### src/rtl/pipelined_adder_if.sv
// Operand/result handshake bundle for pipelined_adder.
// o_ovf exists only when PIPELINED_ADDER_OVF_EN is defined.
interface pipelined_adder_if #(
    parameter int unsigned WIDTH = 16
);
    logic             i_valid;
    logic             o_ready;
    logic [WIDTH-1:0] i_a;
    logic [WIDTH-1:0] i_b;
    logic             i_cin;
    logic             i_sub;
    logic             o_valid;
    logic             i_ready;
    logic [WIDTH-1:0] o_sum;
    logic             o_cout;
`ifdef PIPELINED_ADDER_OVF_EN
    logic             o_ovf;

    modport slave (
        input  i_valid, i_a, i_b, i_cin, i_sub, i_ready,
        output o_ready, o_valid, o_sum, o_cout, o_ovf
    );
    modport master (
        output i_valid, i_a, i_b, i_cin, i_sub, i_ready,
        input  o_ready, o_valid, o_sum, o_cout, o_ovf
    );
`else
    modport slave (
        input  i_valid, i_a, i_b, i_cin, i_sub, i_ready,
        output o_ready, o_valid, o_sum, o_cout
    );
    modport master (
        output i_valid, i_a, i_b, i_cin, i_sub, i_ready,
        input  o_ready, o_valid, o_sum, o_cout
    );
`endif
endinterface

### src/rtl/pipelined_adder.sv
// Pipelined add/subtract unit: WIDTH-bit ripple carry split into WIDTH/CHUNK registered stages.
// Define PIPELINED_ADDER_OVF_EN to add the signed-overflow output o_ovf.
module pipelined_adder #(
    parameter int unsigned WIDTH = 16,
    parameter int unsigned CHUNK = 4
) (
    input  logic             i_clk,
    input  logic             i_rst_n,
    pipelined_adder_if.slave bus
);
    localparam int unsigned STAGES = WIDTH / CHUNK;
    localparam int unsigned LAST   = STAGES - 1;

    if ((WIDTH % CHUNK) != 0) begin : g_chunk_check
        $error("pipelined_adder: WIDTH must be a multiple of CHUNK");
    end

    logic adv;

    // Per-stage registers; a_q/b_q carry the operands forward so later stages
    // can still see the chunks they have not added yet.
    logic [WIDTH-1:0] a_q [STAGES];
    logic [WIDTH-1:0] b_q [STAGES];
    logic [WIDTH-1:0] s_q [STAGES];
    logic             c_q [STAGES];
    logic             v_q [STAGES];

    logic [WIDTH-1:0] a_src [STAGES];
    logic [WIDTH-1:0] b_src [STAGES];
    logic [WIDTH-1:0] s_src [STAGES];
    logic             c_src [STAGES];
    logic             v_src [STAGES];
    logic [WIDTH-1:0] s_nxt [STAGES];
    logic             c_nxt [STAGES];
    logic [CHUNK:0]   part  [STAGES];

    assign adv         = !v_q[LAST] || bus.i_ready;
    assign bus.o_ready = adv;
    assign bus.o_valid = v_q[LAST];
    assign bus.o_sum   = s_q[LAST];
    assign bus.o_cout  = c_q[LAST];

    always_comb begin
        a_src[0] = bus.i_a;
        b_src[0] = bus.i_sub ? ~bus.i_b : bus.i_b;
        c_src[0] = bus.i_sub | bus.i_cin;
        s_src[0] = '0;
        v_src[0] = bus.i_valid && adv;
        for (int unsigned k = 1; k < STAGES; k++) begin
            a_src[k] = a_q[k-1];
            b_src[k] = b_q[k-1];
            c_src[k] = c_q[k-1];
            s_src[k] = s_q[k-1];
            v_src[k] = v_q[k-1];
        end
        for (int unsigned k = 0; k < STAGES; k++) begin
            part[k] = {1'b0, a_src[k][k*CHUNK +: CHUNK]}
                    + {1'b0, b_src[k][k*CHUNK +: CHUNK]}
                    + {{CHUNK{1'b0}}, c_src[k]};
            s_nxt[k] = s_src[k];
            s_nxt[k][k*CHUNK +: CHUNK] = part[k][CHUNK-1:0];
            c_nxt[k] = part[k][CHUNK];
        end
    end

    always_ff @(posedge i_clk or negedge i_rst_n) begin
        if (!i_rst_n) begin
            for (int unsigned k = 0; k < STAGES; k++) begin
                v_q[k] <= 1'b0;
                s_q[k] <= '0;
                c_q[k] <= 1'b0;
            end
        end else if (adv) begin
            for (int unsigned k = 0; k < STAGES; k++) begin
                v_q[k] <= v_src[k];
                s_q[k] <= s_nxt[k];
                c_q[k] <= c_nxt[k];
            end
        end
    end

    // Operand skew registers need no reset: their contents only matter behind a valid bit.
    always_ff @(posedge i_clk) begin
        if (adv) begin
            for (int unsigned k = 0; k < STAGES; k++) begin
                a_q[k] <= a_src[k];
                b_q[k] <= b_src[k];
            end
        end
    end

`ifdef PIPELINED_ADDER_OVF_EN
    logic ovf_nxt;
    logic ovf_q;

    // Carry into the MSB is recovered from the MSB operand bits and its sum bit.
    always_comb begin
        ovf_nxt = (a_src[LAST][WIDTH-1] ^ b_src[LAST][WIDTH-1] ^ part[LAST][CHUNK-1])
                ^ part[LAST][CHUNK];
    end

    always_ff @(posedge i_clk or negedge i_rst_n) begin
        if (!i_rst_n) begin
            ovf_q <= 1'b0;
        end else if (adv) begin
            ovf_q <= ovf_nxt;
        end
    end

    assign bus.o_ovf = ovf_q;
`endif
endmodule

### src/flat_wrapper.sv
// flat-port wrapper written by rule: the top's interface ports become plain ports
module pipelined_adder_flat 
#(
    parameter int unsigned WIDTH = 16,
    parameter int unsigned CHUNK = 4
)
  (i_clk, i_rst_n, bus_i_valid, bus_i_a, bus_i_b, bus_i_cin, bus_i_sub, bus_i_ready, bus_o_ready, bus_o_valid, bus_o_sum, bus_o_cout);
  pipelined_adder_if #(.WIDTH(WIDTH)) bus_i ();
  input  logic i_clk;
  input  logic i_rst_n;
  input wire logic [$bits(bus_i.i_valid)-1:0] bus_i_valid;
  input wire logic [$bits(bus_i.i_a)-1:0] bus_i_a;
  input wire logic [$bits(bus_i.i_b)-1:0] bus_i_b;
  input wire logic [$bits(bus_i.i_cin)-1:0] bus_i_cin;
  input wire logic [$bits(bus_i.i_sub)-1:0] bus_i_sub;
  input wire logic [$bits(bus_i.i_ready)-1:0] bus_i_ready;
  output wire logic [$bits(bus_i.o_ready)-1:0] bus_o_ready;
  output wire logic [$bits(bus_i.o_valid)-1:0] bus_o_valid;
  output wire logic [$bits(bus_i.o_sum)-1:0] bus_o_sum;
  output wire logic [$bits(bus_i.o_cout)-1:0] bus_o_cout;
  assign bus_i.i_valid = bus_i_valid;
  assign bus_i.i_a = bus_i_a;
  assign bus_i.i_b = bus_i_b;
  assign bus_i.i_cin = bus_i_cin;
  assign bus_i.i_sub = bus_i_sub;
  assign bus_i.i_ready = bus_i_ready;
  assign bus_o_ready = bus_i.o_ready;
  assign bus_o_valid = bus_i.o_valid;
  assign bus_o_sum = bus_i.o_sum;
  assign bus_o_cout = bus_i.o_cout;
  pipelined_adder #(.WIDTH(WIDTH), .CHUNK(CHUNK)) u_core (.i_clk(i_clk), .i_rst_n(i_rst_n), .bus(bus_i));
endmodule
### config.mk
export PLATFORM = sky130hd
export DESIGN_NAME = pipelined_adder_flat
export DESIGN_NICKNAME = d
export VERILOG_FILES = /design/src/rtl/pipelined_adder_if.sv /design/src/rtl/pipelined_adder.sv /design/src/flat_wrapper.sv
export SDC_FILE = /design/constraint.sdc
export NUM_CORES = 1
export LEC_CHECK = 0
export BUFFER_PORTS_ARGS = -buffer_cell sky130_fd_sc_hd__buf_2
export CORE_ASPECT_RATIO = 1.5
export CORE_UTILIZATION = 55
export DETAILED_ROUTE_END_ITERATION = 12
export PLACE_DENSITY = 0.77
export SYNTH_ARGS = -nofsm -noshare
export SYNTH_HDL_FRONTEND = slang
export SYNTH_SLANG_ARGS = --single-unit
### constraint.sdc
create_clock -name i_clk -period 2.3 [get_ports i_clk]
set_clock_uncertainty 0.15 [all_clocks]
set_input_delay 0.115 -clock i_clk [delete_from_list [all_inputs] [get_ports i_clk]]
set_output_delay 0.115 -clock i_clk [all_outputs]
set_load 0.05 [all_outputs]
=== After elaboration in Yosys (flattened, before gate mapping) ===
Memories as Yosys holds them, arrays and structs flattened.
Cells that the tools add are included.

* Bits in registers: 48
* RAM bits: 128
* Input bits: 38
* Output and inout port bits: 19
* Word-level logic and storage cells: 30
* Memories: 2

{| class="wikitable"
|+ Memory list
! name !! words !! width !! read ports !! clocked after Yosys merged registers in !! write ports !! line !! RTL
|-
| u_core.a_q || 4 || 16 || 3 || 0 || 4 || pipelined_adder.sv:22 || <nowiki>logic [WIDTH-1:0] a_q [STAGES];</nowiki>
|-
| u_core.b_q || 4 || 16 || 3 || 0 || 4 || pipelined_adder.sv:23 || <nowiki>logic [WIDTH-1:0] b_q [STAGES];</nowiki>
|}

* Add/sub/neg operators: 8
* Muxes and demuxes: 3
* Bitwise gates (word level): 2
* Reduce and logical (&&, ||, !) cells: 3

{| class="wikitable"
|+ Operator list
! cell !! number
|-
| $add 4x4->5 || 4
|-
| $add 5x1->5 || 4
|-
| $mux 16 || 1
|-
| $not 16->16 || 1
|-
| $mux 1 || 2
|-
| $logic_and 1x1->1 || 1
|-
| $logic_not 1->1 || 1
|-
| $logic_or 1x1->1 || 1
|-
| $or 1x1->1 || 1
|}

=== Logic depth before layout (Yosys ltp) ===
* Depth after elaboration: 4
* Mapped depth: 8
* Gate-level depth less buffers: 6

=== Worst setup path before layout ===
No wires, ideal clock.

* Kind: reg-to-reg
* Start: reg u_core.v_q, in the netlist u_core.bus.o_valid
* End: mem u_core.a_q[0][10] (enable)
* Setup time: 0.395 ns
* Data arrival time: 1.656 ns
* Data required time: 1.755 ns
* Slack: 0.099 ns
* Stages on the path, launching flop included: 4
* Buffers on the path: 1
* Period minus slack after synthesis: 2.201 ns
* Path through: dfrtp_1 nor2b_4 inv_2 buf_2

{| class="wikitable"
|+ RTL lines
! what !! line !! RTL
|-
| from (decl) || pipelined_adder.sv:26 || <nowiki>logic v_q [STAGES];</nowiki>
|-
| from (signal, indexed assignment) || pipelined_adder.sv:75 || <nowiki>v_q[k] <= v_src[k];</nowiki>
|-
| to (decl) || pipelined_adder.sv:22 ||
|}

=== Final worst setup path ===
* Start: in bus_i_a[0]
* End: reg u_core.c_q[3] (netlist bit)

* Cells in the longest elaborated chain, start to end: 2

{| class="wikitable"
|+ Ends and longest elaborated chain
! what !! line !! RTL
|-
| from (decl) || flat_wrapper.sv:12 || <nowiki>input wire logic [$bits(bus_i.i_a)-1:0] bus_i_a;</nowiki>
|-
| $add 4x4->5 || pipelined_adder.sv:58 || <nowiki>+ {1'b0, b_src[k][k*CHUNK +: CHUNK]}</nowiki>
|-
| $add 5x1->5 || pipelined_adder.sv:59 || <nowiki>+ {{CHUNK{1'b0}}, c_src[k]};</nowiki>
|-
| to (signal, indexed assignment) || pipelined_adder.sv:77 || <nowiki>c_q[k] <= c_nxt[k];</nowiki>
|-
| to (decl) || pipelined_adder.sv:25 || <nowiki>logic c_q [STAGES];</nowiki>
|}

Every way passes these cells.
A chain may end at the register's enable or synchronous reset.

==> summary.md <==
| Metric | Value |
|---|---|
| Total CTS buffers | `9` |
| Synth cell count leaders | `nand2_1 (106), dfrtp_1 (48), edfxtp_1 (48), xor2_1 (21), a21oi_1 (13)` |
| Post-CTS Setup Bufs | `0` |
| Clock transition at the registers of the reported paths | `90 ps` |
| Layout cells sized above 1 | `19.3%` |
| Register area share after synthesis | `67.7%` |
| Final design instance area without fill | `4720 um2` |
| Routed Antenna Nets | `0` |
| Layout Cells excl Fill | `476` |
| Unique masters post-synth | `20` |
| Die W | `70.8 um` |
| Global-route usage over all layers | `17.9%` |
| Nets | `452` |
| Post-Route WL | `5.84 mm` |
| Hold slack | `23.0 ps` |
| Largest cells by area after synthesis | `edfxtp_1 (37%), dfrtp_1 (31%), nand2_1 (10%), xor2_1 (4.7%), fa_1 (4.1%)` |
| Final Util | `68.8%` |
| Vias/cell | `4.89` |
| Lkg Pwr | `2.21 nW` |
| Post-CTS Hold Buffers | `27` |
| Hold Path Depth | `4` |
| Final period util | `92.4%` |
| Relative slew slack | `32.4%` |
| Slew Limit Fails | `0` |
| Post-synthesis cell count | `308` |
| Congestion Overflow GR | `0` |
| Initial Utilization | `57.0%` |
| TritonCTS clock tree | `done` |
| Outcome | `completed` |
| Crit start category | `input port` |
| Pwr Density | `1280 nW/um2` |
| Max Clk Rate | `0.470 GHz` |
| Pin count of the biggest net entering global routing | `62` |
| Mean Syn Cell Area | `12.7 um2` |
| Top Ports | `57` |
| Vias in the first global route | `2433` |
| Slew @ Worst Pin | `1010 ps` |
| Maximum clock path buffer count | `2` |
| Pwr Total | `6.02 mW` |
| Endpoints failing setup | `0` |
| Hpwl dp | `3.66 mm` |
| EDFF count, synth | `48` |
| Filler cells | `527` |
| Syn Nets | `366` |
| Max FO, Critical Path | `2` |
| Path type of the worst setup path | `in2reg` |
| Ys Warns | `0` |
| Die height | `105 um` |
| Detailed-route DRC error count | `0` |
| Clock Latency Late Sink | `350 ps` |
| Async SR Flop Fraction | `50.0%` |
| Antenna violations before repair | `0` |
| Tmin final | `2130 ps` |
| Primary FF master, synth | `edfxtp_1` |
| Critical Path RT | `2380 ps` |
| RSZ-0062 raised after global routing | `false` |
| WP data arrival | `2200 ps` |
| Die ar. | `7440 um2` |
| Initial DRC count | `205` |
| Crit. End Element | `flop` |
| Setup tns final | `0 ps` |
| Place WS | `178 ps` |
| Total core area | `6850 um2` |
| Placed cell area | `4240 um2` |
| Post-CTS sizing | `0` |
| Leading cell type by number of instances after synthesis | `nand2_1` |
| IO Port Bufs | `56` |
| Max-cap violations | `0` |
| Gpl congestion | `0.741` |
| Area Growth Syn to Fin | `20.8%` |
| First-pass GRT wire length | `10.1 mm` |
| Via count | `2327` |
| DR pass1 iterations | `6` |
| CTS sink count | `96` |
| H-Tree Depth | `3` |
| Biggest area consumer among synthesized cells | `edfxtp_1` |
| Cells after DPL | `434` |
| Post-Syn Area | `3900 um2` |
| Min-Delay Path Class | `in2reg` |
| Worst R2R Path Depth | `5` |
| Hold Fails Final Rpt | `0` |
| Wire length per cell | `12.3 um` |
| FF+latch count, synth | `96` |
| Setup slack after layout | `175 ps` |
| # rows | `37` |
| Top cell type's share of synthesized area | `36.9%` |
| Clk root buf | `clkbuf_8` |
| # diodes | `0` |
| VDD IR-drop max | `0.674 mV` |
where the power goes:
group	internal [mW]	switching, mW
registers	2.53	0.284
logic	0.677	1.38
clock network	0.607	0.535
total	3.82	2.20
cells by family (layout without fill, tap and decap cells):
logic type / Yosys count / after routing / share of synthesized area (%)
AND/OR/NAND/NOR: 120 / 120 / 12.1
AO/OA/AOI/OAI: 29 / 29 / 4.10
adder cells (fa/ha/maj): 20 / 20 / 7.95
flip-flops: 96 / 96 / 67.7
XOR/XNOR: 23 / 23 / 5.16
buffers and inverters: 20 / 110 / 3.01
layer usage:
layer	GRT usage (%)	up-vias	part of all wire (%)
met4	8.14	0	2.1
met5	0	-	0
met3	5.59	10	3.6
met1	19.9	1086	43
met2	31.0	53	51
li1	-	1178	-
worst max-delay path: stages:
cell and delay, ps:
dlygate4sd3_1 530, buf_2 130, fa_1 470, fa_1 460, a21o_1 220, a21oi_1 190
a21oi_1 100
path summary, 6_finish.rpt:
| check | from | slack [ps] | to |
|---|---|---|---|
| worst min register to register | u_core.b_q[0][11]$_DFFE_PN_ | 270 | u_core.b_q[1][11]$_DFFE_PN_ |
| max in group asynchronous | i_rst_n | 1050 | u_core.bus.o_sum[6]$_DFFE_PN0N_ |
| worst min-delay path | bus_i_ready | 20 | u_core.bus.o_valid$_DFFE_PN0N_ |
| worst max register to register | u_core.a_q[0][4]$_DFFE_PN_ | 330 | u_core.c_q[2]$_DFFE_PN0N_ |
| worst max-delay path | bus_i_a[0] | 170 | u_core.c_q[3]$_DFFE_PN0N_ |
| min in group asynchronous | i_rst_n | 330 | u_core.bus.o_sum[2]$_DFFE_PN0N_ |
cells in the final DEF (no fill, tap or decap):
| master | instances |
|---|---|
| nand2_1 | 106 |
| buf_2 | 56 |
| edfxtp_1 | 48 |
| dfrtp_1 | 48 |
| dlygate4sd3_1 | 27 |
| xor2_1 | 21 |
| a21oi_1 | 13 |
| ha_1 | 12 |
| o21ai_0 | 10 |
| nor2_1 | 9 |
| clkbuf_8 | 9 |
| fa_1 | 8 |
| inv_1 | 7 |
| a21o_1 | 6 |
| buf_4 | 3 |
| xnor2_1 | 2 |
| nor2b_1 | 2 |
| bufinv_16 | 2 |
| or2_2 | 1 |
| nor2b_4 | 1 |
| clkinv_2 | 1 |
| nand2b_1 | 1 |
| inv_6 | 1 |
| clkinvlp_4 | 1 |
| clkinvlp_2 | 1 |
| clkbuf_1 | 1 |
| buf_12 | 1 |
layout make-up:
cell class	count	area (um2)	share of cell area [%]
Sequential cell	96	2640	56.0
Multi-Input combinational cell	192	1140	24.2
Timing Repair Buffer	87	593	12.6
Clock buffer	10	128	2.71
Tap cell	78	97.6	2.07
Clock inverter	5	81.3	1.72
Inverter	8	31.3	0.663
flip-flops by register name, indices dropped and copies added, names as in the netlist:
signal / flops
u_core.a_q: 24
u_core.b_q: 24
u_core.s_nxt: 24
u_core.bus.o_sum: 16
u_core.c_q: 3
u_core.v_q: 3
u_core.bus.o_cout: 1
u_core.bus.o_valid: 1
Power figures use the tool's default switching activity.
